File: src/rtl/adc_pkg.sv
`default_nettype none
// ============================================================================
// Package     : adc_pkg
// Description : Shared types and width helpers for the ADC frame sequencer.
// Revision    : 1.0 - initial release
// ============================================================================
package adc_pkg;

    // Sequencer states; the top keeps them as fixed-width constants.
    typedef enum logic [1:0] {
        IDLE  = 2'd0,
        SHIFT = 2'd1,
        QUIET = 2'd2
    } adc_state_e;

    localparam int STATE_W = 2;

    // Bits for a counter that runs 0..count-1 (at least one bit).
    function automatic int cnt_width(input int count);
        return (count <= 2) ? 1 : $clog2(count);
    endfunction

    // Bits for the edge counter, which must be able to hold FRAME_BITS itself.
    function automatic int edge_width(input int frame_bits);
        return $clog2(frame_bits + 1);
    endfunction

    // Lead-in plus payload must fit inside one frame.
    function automatic bit frame_fits(input int lead_zeros, input int data_bits,
                                      input int frame_bits);
        return (lead_zeros + data_bits) <= frame_bits;
    endfunction

endpackage
`default_nettype wire

File: src/rtl/adc_sclk_div.sv
`default_nettype none
// ============================================================================
// Module      : adc_sclk_div
// Description : sclk generator. While run is high, a divider toggles sclk
//               every CLK_DIV clk cycles and flags the cycle before each
//               falling / rising toggle. sclk idles high when run is low.
// Revision    : 1.0 - initial release
// ============================================================================
module adc_sclk_div
    import adc_pkg::*;
#(
    parameter int CLK_DIV = 2
) (
    input  logic clk,
    input  logic reset_n,
    input  logic run,
    output logic sclk,
    output logic fall_evt,
    output logic rise_evt
);

    localparam int                 c_div_w    = cnt_width(CLK_DIV);
    localparam logic [c_div_w-1:0] c_div_last = c_div_w'(CLK_DIV - 1);

    logic [c_div_w-1:0] r_div_cnt;
    logic               r_sclk;
    logic               w_wrap;

    assign w_wrap   = run && (r_div_cnt == c_div_last);
    assign fall_evt = w_wrap && r_sclk;
    assign rise_evt = w_wrap && !r_sclk;
    assign sclk     = r_sclk;

    // Divider and sclk register; restart from a high sclk whenever run drops.
    always_ff @(posedge clk or negedge reset_n) begin
        if (!reset_n) begin
            r_div_cnt <= '0;
            r_sclk    <= 1'b1;
        end else if (!run) begin
            r_div_cnt <= '0;
            r_sclk    <= 1'b1;
        end else if (w_wrap) begin
            r_div_cnt <= '0;
            r_sclk    <= !r_sclk;
        end else begin
            r_div_cnt <= r_div_cnt + 1'b1;
        end
    end

endmodule
`default_nettype wire

File: src/rtl/adc_frame_sequencer.sv
`default_nettype none
// ============================================================================
// Module      : adc_frame_sequencer
// Description : Drives cs_n/sclk for NUM_CH SPI-style ADCs sharing one bus,
//               deserialises each sdata lane MSB-first and emits a parallel
//               sample word with a one-cycle sample_valid strobe.
// Options     : ADC_SEQ_ZERO_CHECK_EN - adds frame_err, flagging any 1 in a
//               lane's leading-zero bits.
// Revision    : 1.0 - initial release
// ============================================================================
module adc_frame_sequencer
    import adc_pkg::*;
#(
    parameter int FRAME_BITS   = 16,
    parameter int LEAD_ZEROS   = 4,
    parameter int DATA_BITS    = 12,
    parameter int CLK_DIV      = 2,
    parameter int QUIET_CYCLES = 2,
    parameter int NUM_CH       = 2
) (
    input  logic                        clk,
    input  logic                        reset_n,
    input  logic                        enable,
    input  logic [NUM_CH-1:0]           sdata,
    output logic                        cs_n,
    output logic                        sclk,
    output logic                        busy,
    output logic                        sample_valid,
    output logic [NUM_CH*DATA_BITS-1:0] sample_data
`ifdef ADC_SEQ_ZERO_CHECK_EN
    ,
    output logic [NUM_CH-1:0]           frame_err
`endif
);

    localparam logic [STATE_W-1:0] c_st_idle  = IDLE;
    localparam logic [STATE_W-1:0] c_st_shift = SHIFT;
    localparam logic [STATE_W-1:0] c_st_quiet = QUIET;

    localparam int c_edge_w  = edge_width(FRAME_BITS);
    localparam int c_quiet_w = cnt_width(QUIET_CYCLES);
    // Only the bits that are ever used are kept per lane; shifting stops once
    // the payload is complete so trailing frame bits never disturb it.
`ifdef ADC_SEQ_ZERO_CHECK_EN
    localparam int c_keep = LEAD_ZEROS + DATA_BITS;
`else
    localparam int c_keep = DATA_BITS;
`endif

    localparam logic [c_edge_w-1:0]  c_edge_last  = c_edge_w'(FRAME_BITS);
    localparam logic [c_edge_w-1:0]  c_edge_used  = c_edge_w'(LEAD_ZEROS + DATA_BITS);
    localparam logic [c_quiet_w-1:0] c_quiet_last = c_quiet_w'(QUIET_CYCLES - 1);

    generate
        if (!frame_fits(LEAD_ZEROS, DATA_BITS, FRAME_BITS) || CLK_DIV < 1 ||
            QUIET_CYCLES < 1 || DATA_BITS < 1 || NUM_CH < 1) begin : g_bad_params
            $error("adc_frame_sequencer: illegal parameter combination");
        end
    endgenerate

    logic [STATE_W-1:0]          r_state;
    logic [c_edge_w-1:0]         r_edge_cnt;
    logic [c_quiet_w-1:0]        r_quiet_cnt;
    logic                        r_cs_n;
    logic                        r_sample_valid;
    logic [NUM_CH*DATA_BITS-1:0] r_sample_data;
    logic [c_keep-1:0]           r_shift [NUM_CH];

    logic                        w_run;
    logic                        w_fall;
    logic                        w_rise;
    logic                        w_frame_done;
    logic                        w_quiet_done;
    logic [NUM_CH*DATA_BITS-1:0] w_payload;

    assign w_run        = (r_state == c_st_shift);
    assign w_frame_done = w_run && w_rise && (r_edge_cnt == c_edge_last);
    assign w_quiet_done = (r_quiet_cnt == c_quiet_last);

    assign cs_n         = r_cs_n;
    assign busy         = (r_state != c_st_idle);
    assign sample_valid = r_sample_valid;
    assign sample_data  = r_sample_data;

    adc_sclk_div #(
        .CLK_DIV (CLK_DIV)
    ) u_sclk_div (
        .clk      (clk),
        .reset_n  (reset_n),
        .run      (w_run),
        .sclk     (sclk),
        .fall_evt (w_fall),
        .rise_evt (w_rise)
    );

    // Frame sequencer: IDLE -> SHIFT (cs_n low) -> QUIET (cs_n high) -> ...
    always_ff @(posedge clk or negedge reset_n) begin
        if (!reset_n) begin
            r_state     <= c_st_idle;
            r_cs_n      <= 1'b1;
            r_edge_cnt  <= '0;
            r_quiet_cnt <= '0;
        end else begin
            case (r_state)
                c_st_idle: begin
                    if (enable) begin
                        r_state    <= c_st_shift;
                        r_cs_n     <= 1'b0;
                        r_edge_cnt <= '0;
                    end
                end
                c_st_shift: begin
                    if (w_fall) begin
                        r_edge_cnt <= r_edge_cnt + 1'b1;
                    end
                    if (w_frame_done) begin
                        r_state     <= c_st_quiet;
                        r_cs_n      <= 1'b1;
                        r_quiet_cnt <= '0;
                    end
                end
                c_st_quiet: begin
                    if (w_quiet_done) begin
                        if (enable) begin
                            r_state    <= c_st_shift;
                            r_cs_n     <= 1'b0;
                            r_edge_cnt <= '0;
                        end else begin
                            r_state <= c_st_idle;
                        end
                    end else begin
                        r_quiet_cnt <= r_quiet_cnt + 1'b1;
                    end
                end
                default: begin
                    r_state <= c_st_idle;
                    r_cs_n  <= 1'b1;
                end
            endcase
        end
    end

    // Per-lane deserialiser: capture on each sclk fall until the payload is in.
    always_ff @(posedge clk or negedge reset_n) begin
        if (!reset_n) begin
            for (int c = 0; c < NUM_CH; c++) begin
                r_shift[c] <= '0;
            end
        end else if (w_run && w_fall && (r_edge_cnt < c_edge_used)) begin
            for (int c = 0; c < NUM_CH; c++) begin
                r_shift[c] <= (r_shift[c] << 1) | c_keep'(sdata[c]);
            end
        end
    end

    generate
        for (genvar c = 0; c < NUM_CH; c++) begin : g_lane
            assign w_payload[c*DATA_BITS +: DATA_BITS] = r_shift[c][DATA_BITS-1:0];
        end
    endgenerate

    // Output word and strobe, loaded as the frame closes.
    always_ff @(posedge clk or negedge reset_n) begin
        if (!reset_n) begin
            r_sample_valid <= 1'b0;
            r_sample_data  <= '0;
        end else begin
            r_sample_valid <= w_frame_done;
            if (w_frame_done) begin
                r_sample_data <= w_payload;
            end
        end
    end

`ifdef ADC_SEQ_ZERO_CHECK_EN
    logic [NUM_CH-1:0] w_lead_err;
    logic [NUM_CH-1:0] r_frame_err;

    generate
        for (genvar c = 0; c < NUM_CH; c++) begin : g_zero_chk
            if (LEAD_ZEROS > 0) begin : g_has_lead
                assign w_lead_err[c] = |r_shift[c][c_keep-1 -: LEAD_ZEROS];
            end else begin : g_no_lead
                assign w_lead_err[c] = 1'b0;
            end
        end
    endgenerate

    // Leading-zero violation flags, refreshed together with the sample word.
    always_ff @(posedge clk or negedge reset_n) begin
        if (!reset_n) begin
            r_frame_err <= '0;
        end else if (w_frame_done) begin
            r_frame_err <= w_lead_err;
        end
    end

    assign frame_err = r_frame_err;
`endif

endmodule
`default_nettype wire

File: config.mk
export PLATFORM = sky130hd
export DESIGN_NAME = adc_frame_sequencer
export DESIGN_NICKNAME = d
export VERILOG_FILES = /design/src/rtl/adc_pkg.sv /design/src/rtl/adc_sclk_div.sv /design/src/rtl/adc_frame_sequencer.sv
export SDC_FILE = /design/constraint.sdc
export NUM_CORES = 1
export LEC_CHECK = 0
export ABC_AREA = 1
export BUFFER_PORTS_ARGS = -buffer_cell sky130_fd_sc_hd__clkbuf_2
export CAP_MARGIN = 20
export CORE_MARGIN = 1.5
export CORE_UTILIZATION = 50
export DETAILED_ROUTE_END_ITERATION = 10
export GPL_ROUTABILITY_DRIVEN = 0
export PLACE_DENSITY = 0.82
export SLEW_MARGIN = 5
export SYNTH_ARGS = -nofsm -noshare
export SYNTH_HDL_FRONTEND = slang
export SYNTH_HIERARCHICAL = 1
export SYNTH_SLANG_ARGS = --single-unit
File: constraint.sdc
create_clock -name clk -period 1.7 [get_ports clk]
set_input_delay 0.255 -clock clk [delete_from_list [all_inputs] [get_ports clk]]
set_output_delay 0.255 -clock clk [all_outputs]
set_load 0.005 [all_outputs]
# After elaboration in Yosys (flattened, before gate mapping)
# Index checks and enable logic that the tools add are counted.
[totals] word_cells=60 out_inout_bits=28 in_bits=5 ff_bits=60
[op_classes] bitwise_logic=2 eq_ne=8 reduce_logical=16 addsub=3 magnitude_cmp=1 n_mux=20
[ops] cell="$or A12 B1 Y12" n=2
[ops] cell="$mux W5" n=3
[ops] cell="$pmux W5 S3" n=1
[ops] cell="$mux W1" n=10
[ops] cell="$ne A2 B2 Y1 const B" n=5
[ops] cell="$logic_and A1 B1 Y1" n=7
[ops] cell="$mux W2" n=3
[ops] cell="$pmux W2 S3" n=1
[ops] cell="$reduce_and A3 Y1" n=2
[ops] cell="$add A5 B1 Y5 const B" n=1
[ops] cell="$eq A5 B5 Y1 const B" n=1
[ops] cell="$lt A5 B5 Y1 const B" n=1
[ops] cell="$reduce_and A2 Y1" n=2
[ops] cell="$reduce_bool A2 Y1" n=2
[ops] cell="$pmux W1 S3" n=1
[ops] cell="$reduce_bool A3 Y1" n=1
[ops] cell="$add A1 B1 Y1 const B" n=2
[ops] cell="$eq A2 B1 Y1 const B" n=1
[ops] cell="$eq A2 B2 Y1 const B" n=1
[ops] cell="$logic_not A2 Y1" n=1
[ops] cell="$pmux W1 S2" n=1
[ops] cell="$logic_not A1 Y1" n=1

# Depth between registers and ports, before layout
[logic_depth] ltp_word=7 depth_mapped=12 ltp_nobuf=11

# Cells and area by module
# The synthesis kept the hierarchy.
[modules_own_cells] mod="adc_frame_sequencer" cells_each=249 seq_area_each_um2=1452.6 area_per_inst_um2=2372.3 instances=1
[modules_own_cells] mod="adc_sclk_div" cells_each=12 seq_area_each_um2=51.3 area_per_inst_um2=90.1 instances=1

# Least setup slack after synthesis
# OpenSTA, ideal clock, no wires.
[synth_timing] path_kind="reg-to-reg" start="reg r_state[1]" end="reg r_shift[13] (netlist name)" path_stages_with_launch=12 arrival_ns=1.402 setup_slack_ns=0.176 path_buffers=1 required_time_ns=1.577 path_cell_list="dfrtp_1 -> inv_2 -> nand2_1 -> inv_1 -> nand2_1 -> nor2_1 -> nand3_2 -> inv_2 -> nand2_4 -> buf_2 -> nand2_1 -> o21ai_1"
[synth_between] elab_chain_len=5
[synth_rtl] element="start: declaration" line_no="adc_frame_sequencer.sv:61" text="logic [STATE_W-1:0] r_state;"
[synth_rtl] element="start signal: assignment" line_no="adc_frame_sequencer.sv:99" text="r_state <= c_st_idle;"
[synth_rtl] element="start signal: assignment" line_no="adc_frame_sequencer.sv:107" text="r_state <= c_st_shift;"
[synth_rtl] element="start signal: assignment" line_no="adc_frame_sequencer.sv:117" text="r_state <= c_st_quiet;"
[synth_rtl] element="$eq A2 B1 Y1" line_no="adc_frame_sequencer.sv:76" text="assign w_run = (r_state == c_st_shift);"
[synth_rtl] element="via w_run" line_no="adc_frame_sequencer.sv:69" text="logic w_run;"
[synth_rtl] element="$logic_and A1 B1 Y1" line_no="adc_sclk_div.sv:29" text="assign w_wrap = run && (r_div_cnt == c_div_last);"
[synth_rtl] element="$logic_and A1 B1 Y1" line_no="adc_sclk_div.sv:30" text="assign fall_evt = w_wrap && r_sclk;"
[synth_rtl] element="via w_fall" line_no="adc_frame_sequencer.sv:70" text="logic w_fall;"
[synth_rtl] element="$logic_and A1 B1 Y1 (2 in series)" line_no="adc_frame_sequencer.sv:149" text="end else if (w_run && w_fall && (r_edge_cnt < c_edge_used)) begin"
[synth_rtl] element="end signal: indexed assignment" line_no="adc_frame_sequencer.sv:151" text="r_shift[c] <= (r_shift[c] << 1) | c_keep'(sdata[c]);"
[synth_rtl] element="end: declaration" line_no="adc_frame_sequencer.sv:67" text="logic [c_keep-1:0] r_shift [NUM_CH];"
# The timed path passes the listed nets, and every way through them passes these cells.
# A chain may end at the register's enable or synchronous reset.

# Worst setup path in the final report
[layout_timing] start="reg r_state[1]" end="reg r_sample_data[14] (netlist: sample_data[14])"
[layout_between] elab_chain_len=5
[layout_rtl] element="$eq A2 B1 Y1" line_no="adc_frame_sequencer.sv:76"
[layout_rtl] element="via w_run" line_no="adc_frame_sequencer.sv:69"
[layout_rtl] element="$logic_and A1 B1 Y1" line_no="adc_sclk_div.sv:29"
[layout_rtl] element="$logic_and A1 B1 Y1" line_no="adc_sclk_div.sv:31" text="assign rise_evt = w_wrap && !r_sclk;"
[layout_rtl] element="via w_rise" line_no="adc_frame_sequencer.sv:71" text="logic w_rise;"
[layout_rtl] element="$logic_and A1 B1 Y1 (2 in series)" line_no="adc_frame_sequencer.sv:77" text="assign w_frame_done = w_run && w_rise && (r_edge_cnt == c_edge_last);"
[layout_rtl] element="end signal: assignment" line_no="adc_frame_sequencer.sv:170" text="r_sample_data <= w_payload;"
[layout_rtl] element="end: declaration" line_no="adc_frame_sequencer.sv:66" text="logic [NUM_CH*DATA_BITS-1:0] r_sample_data;"
# The timed path passes the listed nets, and every way through them passes these cells.

==> impl_metrics.ini <==
[status]
status = finished, final reports clean

[routing]
first_pass_iters = 4
drtIter0Drc = 95
via_count = 1766
antenna_left = 0
routed_wirelength_um = 4550
route.detailed.vias_per_inst = 4.72
drc_errors = 0
drt-wirelength-per-cell_um = 12.2

[global_route]
grt.overflow.total = 0
groute.usage.overall_pct = 18.8
grt_pass1_vias = 1691
grt_util_met2_pct = 27.4
gr-max-usage-layer = met2
grt_pass1_wl_um = 7470
use_met1_pct = 25.3
grt_max_degree = 47
initial_antenna_violation_count = 0
met3_usage_grt_pct = 4.97

[cts]
clk-insertion-delay-late_ns = 0.34
cts-buffers-inserted = 9
cts_num_sinks = 60
clk_pin_slew_ns = 0.06
cts_root_buffer = clkbuf_8
tritoncts = built
post_cts.repair.setup_buffers = 0
clock_path_buffers = 2
htree_levels = 3

[yosys]
synth_fp_nets = 268
postSynthCellCount = 261
synth.ff_latch_count = 60
yosys-top-cells-area = dfrtp_1 59%, nand2_1 12%, inv_1 5.0%
yosys_warnings = 6
netlist_area_um2 = 2460
yosys.cell_types.count = 22
synth_area_leader_cell = dfrtp_1
synth.yosys.seq_area_share_pct = 61.1
synth_top_area_share_pct = 58.9
syn_avg_cell_area_um2 = 9.43

[worst_setup_path]
critical_path_arrival_ns = 1.82
end_kind = register
startpoint_kind_of_the_worst_setup_timing_path = register
critical_path_peak_fanout = 25
rr_worst_depth = 11
required_ns = 1.90
criticalPathCategory = reg2reg

[die]
die_h_um = 73.2
rows = 25
top_level_ports = 33
initial_cell_density_of_the_core_pct = 52.1
floorplan.die.width_um = 73.2
die-area_um2 = 5350
core_area_um2 = 4720

[place]
dp.final_hpwl_um = 2940
preCtsSetupSlack_ns = -0.0314
numPlacedInstances = 356
portBuffers = 32

[sta]
final_critical_path_required_period_ns = 1.62
maxSlewViolCount = 0
worst_pin_slew_ns = 0.447
unrepaired_setup_endpoints_after_global_routing = true
final-hold-violation-count = 0
finClkSkew_ns = 0.0111
maxClockFrequency_mhz = 616
slew_headroom_pct = 70.2
setup_viol = 0
layout_setup_ws_ns = 0.0779
fin_worst_hold_slack_ns = 0.174
final.period_utilization_pct = 95.4

[cells_and_area]
final_layout_size_suffix_gt1_share_pct = 23.5
n_antenna_cell = 0
final_common_cell = nand2_1
area.growth.synth_to_final_pct = 18.1
instances_no_fill = 374
final_cell_mix = 80 x nand2_1, 58 x dfrtp_1, 33 x inv_1
design.final.nets = 309

[job]
max_cap_violations = 0

[worst_hold_path]
min_path_cells = 3
worst_hold_path_type = in2reg

[pwr]
power_leakage_nw = 1.60
ir_drop_mv = 0.520
pwr_density_cell_nw_per_um2 = 966
[worst max-delay path, cell delays in order (launching register included)]
cell and delay (ns):
dfrtp_1 0.40, inv_2 0.10, nand2_1 0.08, inv_1 0.09
nand2_1 0.07, nor2_1 0.09, nand3_1 0.08, inv_1 0.08
nand2_2 0.13, buf_6 0.20, nand2_1 0.08, o21ai_0 0.10
[stage by stage]
step	total power (W)	cell area, um2	TNS [ns]	util (%)
finish	0.00281	2910	0	61.6
global route	0.00291	2910	-0.00550	61.6
CTS	0.00284	2880	0	61.0
detailed placement	0.00158	2660	-0.0692	56.3
global placement	0.00158	2660	0	56.3
floorplan	0.00153	2460	0	-
[flip-flops by register name, summed over array words and instances, names as in the netlist]
signal                cells
sample_data              24
r_state                   2
r_edge_cnt                5
u_sclk_div/sclk           1
cs_n                      1
u_sclk_div/r_div_cnt      1
r_shift                  24
sample_valid              1
r_quiet_cnt               1
[path summary, 6_finish.rpt]
path,startpoint,end,slack (ns)
worst max-delay path,r_state[1],sample_data[14],0.08
worst min-delay path,sdata[1],r_shift[0],0.17
worst max register to register,r_state[1],sample_data[14],0.08
worst min register to register,cs_n,cs_n,0.47
max in group asynchronous,reset_n,u_sclk_div/sclk,0.85
min in group asynchronous,reset_n,r_shift[9],0.45
[metal layers]
layer / up-vias / wire [um]
met1: 839 / 2180
met4: 0 / 63
met5: - / 0
met2: 29 / 2170
li1: 893 / -
met3: 5 / 135
[synthesized netlist by cell type]
cell type and instances:
nor2_1 10, nand3_2 1, inv_2 3, o21ai_0 16
nand2_1 81, inv_1 33, xor2_1 1, buf_4 1
buf_6 6, nand3_1 10, dfstp_2 2, a21oi_2 1
buf_2 1, nand2_4 1, ha_1 2, clkbuf_1 1
nor3_1 1, a21oi_1 1, o21ai_1 20, o21ai_2 10
nand4_1 1, dfrtp_1 58
[cells by family after synthesis]
kind of cell,after synthesis,share of synthesized area (%)
compound gates,48,11.4
xor+xnor,1,0.356
fa+ha+maj,2,1.02
buf+inv,45,8.89
flops,60,61.1
simple gates,105,17.2
[report_power, final]
group | leakage, nW | internal (W) | switching [W]
registers | 0.746 | 0.00146 | 0.0000151
clock network | 0.0966 | 0.000718 | 0.000537
logic | 0.761 | 0.0000248 | 0.0000578
[area by class of cell]
class	instances	area, um2
timing repair buffer	38	211
multi-input combinational	157	773
sequential	60	1500
clock buffer	12	145
inverter	36	140
fill	395	1810
tap	67	83.8
clock inverter	4	51.3
[what timing repair did]
item | in CTS | in global routing
gates resized for setup | 3 | 5
pin swaps | 0 | 1
hold endpoints to repair | 58 | 0
cloned | 0 | 1
endpoints found under the setup margin | 4 | 26
hold buffers | 1 | 0
Power figures use the tool's default switching activity.
